[src/rtl/regfile_scoreboard.sv]
// Decode-stage register file with per-register pending scoreboard and display nibble tap.
// Build option REGFILE_BYPASS_EN: write-to-read bypass on both read ports.
module regfile_scoreboard #(
    parameter int unsigned DATA_W   = 32,
    parameter int unsigned ADDR_W   = 5,
    parameter int unsigned TAP_BASE = 19
) (
    input  logic              clk,
    input  logic              reset,
    input  logic              RegWrite,
    input  logic [ADDR_W-1:0] Write_register,
    input  logic [DATA_W-1:0] Write_data,
    input  logic [ADDR_W-1:0] Read_register1,
    input  logic [ADDR_W-1:0] Read_register2,
    output logic [DATA_W-1:0] Read_data1,
    output logic [DATA_W-1:0] Read_data2,
    input  logic              Reserve,
    input  logic [ADDR_W-1:0] Reserve_register,
    output logic              Read_ready1,
    output logic              Read_ready2,
    output logic [ADDR_W:0]   Pending_count,
    output logic [15:0]       tap_data
);

    localparam int unsigned NumRegs = 1 << ADDR_W;

    logic [DATA_W-1:0] rf_q [NumRegs];
    logic [NumRegs-1:0] pending_q, pending_d;
    logic [ADDR_W:0]    count_q, count_d;
    logic [15:0]        tap_q;

    logic wr_en, res_en, set_ev, clr_ev;

    // Register 0 is never a write or reserve target.
    assign wr_en  = RegWrite && (Write_register != '0);
    assign res_en = Reserve && (Reserve_register != '0);

    always_comb begin
        pending_d = pending_q;
        set_ev    = 1'b0;
        clr_ev    = 1'b0;
        if (wr_en) begin
            pending_d[Write_register] = 1'b0;
        end
        if (res_en) begin
            pending_d[Reserve_register] = 1'b1;
        end
        if (res_en && !pending_q[Reserve_register]) begin
            set_ev = 1'b1;
        end
        // A same-address reservation keeps the bit set, so no clear happens.
        if (wr_en && pending_q[Write_register] &&
            !(res_en && (Reserve_register == Write_register))) begin
            clr_ev = 1'b1;
        end
        count_d = count_q;
        case ({set_ev, clr_ev})
            2'b10:   count_d = count_q + (ADDR_W+1)'(1);
            2'b01:   count_d = count_q - (ADDR_W+1)'(1);
            default: count_d = count_q;
        endcase
    end

    always_ff @(posedge clk) begin
        if (!reset) begin
            for (int i = 0; i < int'(NumRegs); i++) begin
                rf_q[i] <= '0;
            end
            pending_q <= '0;
            count_q   <= '0;
            tap_q     <= '0;
        end else begin
            if (wr_en) begin
                rf_q[Write_register] <= Write_data;
            end
            pending_q <= pending_d;
            count_q   <= count_d;
            tap_q     <= {rf_q[TAP_BASE][3:0], rf_q[TAP_BASE+1][3:0],
                          rf_q[TAP_BASE+2][3:0], rf_q[TAP_BASE+3][3:0]};
        end
    end

    always_comb begin
        Read_data1  = rf_q[Read_register1];
        Read_ready1 = ~pending_q[Read_register1];
        Read_data2  = rf_q[Read_register2];
        Read_ready2 = ~pending_q[Read_register2];
`ifdef REGFILE_BYPASS_EN
        if (wr_en && (Write_register == Read_register1)) begin
            Read_data1  = Write_data;
            Read_ready1 = !(res_en && (Reserve_register == Read_register1));
        end
        if (wr_en && (Write_register == Read_register2)) begin
            Read_data2  = Write_data;
            Read_ready2 = !(res_en && (Reserve_register == Read_register2));
        end
`endif
        if (Read_register1 == '0) begin
            Read_data1  = '0;
            Read_ready1 = 1'b1;
        end
        if (Read_register2 == '0) begin
            Read_data2  = '0;
            Read_ready2 = 1'b1;
        end
    end

    assign Pending_count = count_q;
    assign tap_data      = tap_q;

endmodule

[config.mk]
export PLATFORM = sky130hd
export DESIGN_NAME = regfile_scoreboard
export DESIGN_NICKNAME = d
export VERILOG_FILES = /design/src/rtl/regfile_scoreboard.sv
export SDC_FILE = /design/constraint.sdc
export NUM_CORES = 2
export LEC_CHECK = 0
export CAP_MARGIN = 30
export CORE_MARGIN = 3
export CORE_UTILIZATION = 60
export DETAILED_ROUTE_END_ITERATION = 8
export PLACE_DENSITY_LB_ADDON = 0.2
export RECOVER_POWER = 100
export SYNTH_ARGS = -nofsm -noshare
export SYNTH_HDL_FRONTEND = slang
export SYNTH_SLANG_ARGS = --single-unit
[constraint.sdc]
create_clock -name clk -period 7.3 [get_ports clk]
set_input_delay 1.46 -clock clk [delete_from_list [all_inputs] [get_ports clk]]
set_output_delay 1.46 -clock clk [all_outputs]
set_load 0.05 [all_outputs]
==> reports/results.txt <==
The cell with the largest stage delay on the worst path was sky130_fd_sc_hd__o21ai_0. The run gives 60.82% as the initial standard-cell utilization of the core. Measured along the y axis, the die boundary spans 314.3 um. 144 I/O pins were placed.

The flow ran to the end, but the final reports show violations. Once placement finished, the instance area stood at 60520 um2. The routed wire length is 182300 um, and the clock edge transition at the registers on the reported setup and hold paths is 0.06 ns.

The largest net degree at the start of global routing is 81, and the slew at the pin closest to its max-slew limit is 4.485 ns. Headroom to the max-slew limit came out at -202.1%. Element type at the critical path start: an input port.

The placement-stage worst setup slack is 0.8900 ns. In the post-synthesis netlist, the biggest area contributors are sky130_fd_sc_hd__edfxtp_1 54%, sky130_fd_sc_hd__mux4_2 20%, sky130_fd_sc_hd__and2_1 11%, sky130_fd_sc_hd__mux2i_1 3.2%, sky130_fd_sc_hd__clkbuf_1 2.0%. Setup violations remaining at the end of the flow were counted as 0. CTS built an H-tree with a depth of 3. The total number of clock tree sinks was 1078; the area taken by multi-input logic gates was 23560 um2.

The dominant synthesized flop cell is sky130_fd_sc_hd__edfxtp_1. The clock period minus worst slack is 6.927 ns. In this run the mean area of a mapped cell was 14.78 um2. The critical path data required time is 7.61 ns, and the clock tree buffer depth is 3. The detailed router placed 37366 vias in this run. For this run, the share of the core covered by cells in the final layout is 67.57%. After the first detailed-routing iteration, the DRC count stood at 5970. Traced cell by cell, the critical path runs through dlygate4sd3_1 > or3_1 > nand3_1 > o21ai_0 > clkbuf_1. The wire length of the first global-routing pass came out at 260500 um. The net count of the finished layout is 3949.

The arrival time reported for the critical path endpoint came out at 7.23 ns. The cell sitting at the root of the clock tree is a sky130_fd_sc_hd__clkbuf_16. The Yosys step of the flow raised 0 warnings. The area inside the core boundary is 93750 um2, and the standby leakage power is 21.30 nW. Detailed placement ended at an HPWL of 109400 um.

Counting flops with a built-in enable in the synthesized netlist gives 1024. Last weighted congestion value of the routability-driven placer: 0.9226. In this run, synthesis produced a sequential element count of 1078.

The worst-case IR drop observed on VDD is 0.0002065 V. Summing all flip-flop and latch instances after layout gives 31830 um2. The post-route netlist has 19.92% of its cells at a drive strength greater than 1. The path class of the lowest-slack min-delay path was reg2reg.

The checks that failed: capacitance limit, slew limit. The post-cts gate resize count was 0. In this run the tool buffered the top-level ports with 143 buffer cells. The final critical path takes up 94.89% of the cycle. The die boundary width was 314.3 um; the area growth from synthesis to layout was 11.10%. The top cell type by total area after synthesis is sky130_fd_sc_hd__edfxtp_1. The worst setup path is captured at a flop. For the count of final max-slew check failures, the log shows 1511. The most common cell in the synthesized netlist is sky130_fd_sc_hd__edfxtp_1. The run gives 112 as the row count. The share of the Yosys chip area taken by registers is 55.83%. The final global-route overflow total is 0. Worst path buffer plus inverter count: 2.

The cell count after synthesis came out at 3857. The final number of hold-violating endpoints was 0. The kind of cell with the highest combined delay on the critical path is compound AO/OA/AOI/OAI gates. The remaining design rule violation count is 0. The synthesized netlist contains 49 unique library cells.

Summed over its instances, the top area cell type makes up 53.93% of the synthesized netlist area. The number of antenna violations at the first check in global routing was 14; the power per unit of standard cell area was 238.2 nW/um2. The pre-antenna-repair detailed-routing pass consisted of 6 iterations. The total clock buffers created by CTS is 113, and the post-route setup TNS is 0 ns.

The tools report the highest clock frequency the design can meet as 0.1444 GHz. For this design, the CTS-stage hold fixing added 0 buffers. The via count of the first global-routing pass was 37618; the number of setup buffers added after CTS was 0. The tools report the max-capacitance violation count as 72. In the global route stage, overall resource usage came out at 37.20%. Counting the fill cells in the layout gives 6393.

After synthesis the cells add up to 57020 um2. TritonCTS built the clock tree. The highest cell delay on the worst timing path was 3.22 ns; the post-route antenna net violation count was 0. Total power for the finished layout comes to 0.01509 W. After detailed routing, the average wire length per cell comes to 34.73 um. After detailed routing, the number of vias per cell comes to 7.120. Of all nets on the critical path, the largest fanout is 17. The critical path is of the in2reg type.

By count the netlist is led by 1024 x sky130_fd_sc_hd__edfxtp_1, 1013 x sky130_fd_sc_hd__and2_1, 504 x sky130_fd_sc_hd__mux4_2. The worst path meets setup with 0.3730 ns of slack. The logs give 0.01022 ns for the worst clock skew and 0.69 ns for the clock latency of the later-clocked register in the worst-skew pair. For this run, asynchronously set or reset flops after synthesis account for 0%.

Register-to-register setup slack: 4.14 ns. The tools report the floorplan die area as 98760 um2. Once layout is done, the placed cells without fillers occupy 63340 um2.

Setup repair after global routing left no endpoint under its margin.
worst register-to-register path, stage by stage, from the launching register on:
cell and delay, ns:
sky130_fd_sc_hd__dfxtp_1 0.34, sky130_fd_sc_hd__mux4_2 0.49, sky130_fd_sc_hd__inv_1 0.08, sky130_fd_sc_hd__o22ai_1 0.08
sky130_fd_sc_hd__nor4_1 0.43, sky130_fd_sc_hd__nor2_1 0.11, sky130_fd_sc_hd__ha_1 0.30, sky130_fd_sc_hd__ha_1 0.36
sky130_fd_sc_hd__and2_1 0.17, sky130_fd_sc_hd__a22o_1 0.24, sky130_fd_sc_hd__o211ai_1 0.27, sky130_fd_sc_hd__mux2i_1 0.22
cell families after synthesis:
| logic type | Yosys count | synth area share, % |
|---|---|---|
| other cells | 1 | 0.006577 |
| flops | 1078 | 55.83 |
| xor+xnor | 6 | 0.09217 |
| buf+inv | 450 | 3.226 |
| simple gates | 1276 | 13.31 |
| mux | 684 | 23.07 |
| fa+ha+maj | 6 | 0.1448 |
| compound gates | 356 | 4.327 |
cell type report:
type,count,area share (%)
Multi-Input combinational cell,2360,37.19
Antenna cell,9,0.03555
Clock inverter,63,0.8158
Tap cell,1254,2.477
Clock buffer,150,5.031
Inverter,39,0.2311
Timing Repair Buffer,295,3.972
Sequential cell,1078,50.25
per-layer routing:
layer  vias to the layer above  track usage, %  wire, um
met1                     18881           49.15     62060
li1                      14892               -         -
met2                      2957           56.90     84070
met5                         -               0        56
met3                       626           9.881     24050
met4                        10           20.31     12030
report_power, final:
part / internal [W] / leakage (nW) / switching (W)
sequential: 0.00713 / 10.2 / 0.000177
combinational: 0.000763 / 9.25 / 0.00126
clock: 0.00334 / 1.84 / 0.00242
total: 0.0112 / 21.3 / 0.00386
flip-flops by register name (all words and copies together), names as in the netlist:
register,flops
rf_q,1024
Pending_count,6
tap_data,16
pending_q,32
layout by cell type (no fill, tap or decap), drive strengths merged, types with 3 or more instances in the layout:
master	count
dlygate4sd3	66
o221ai	60
inv	42
o21ai	40
a31oi	3
xor2	5
nor4	3
or2	4
clkdlybuf4s50	44
diode	9
and3	36
clkinv	50
or3	4
or3b	3
o21a	3
nand4	5
bufinv	8
buf	93
ha	5
and2	1013
conb	32
nor2b	10
nor3	4
nand3	25
a22oi	66
a211oi	66
clkbuf	242
a21oi	36
mux4	504
nand2b	5
dfxtp	54
nand3b	6
o22ai	73
mux2i	180
nor2	79
nand2	74
edfxtp	1024
stage by stage:
| stage | hold WS (ns) | std cells |
|---|---|---|
| floorplan | 0.4593 | 3888 |
| global placement | 0.4640 | 4991 |
| detailed placement | 0.4639 | 5015 |
| CTS | 0.4797 | 5228 |
| global route | 0.5296 | 5240 |
| finish | 0.4750 | 5248 |
final timing paths:
check,start,to,cells after the start
max,Write_register[4],rf_q[16][26]$_SDFFCE_PN0P_,5
min,Pending_count[5]$_SDFFE_PN0P_,Pending_count[5]$_SDFFE_PN0P_,2
max reg2reg,pending_q[19]$_SDFF_PN0_,Pending_count[5]$_SDFFE_PN0P_,11
min reg2reg,Pending_count[5]$_SDFFE_PN0P_,Pending_count[5]$_SDFFE_PN0P_,2
(Power assumes the default switching activity.)
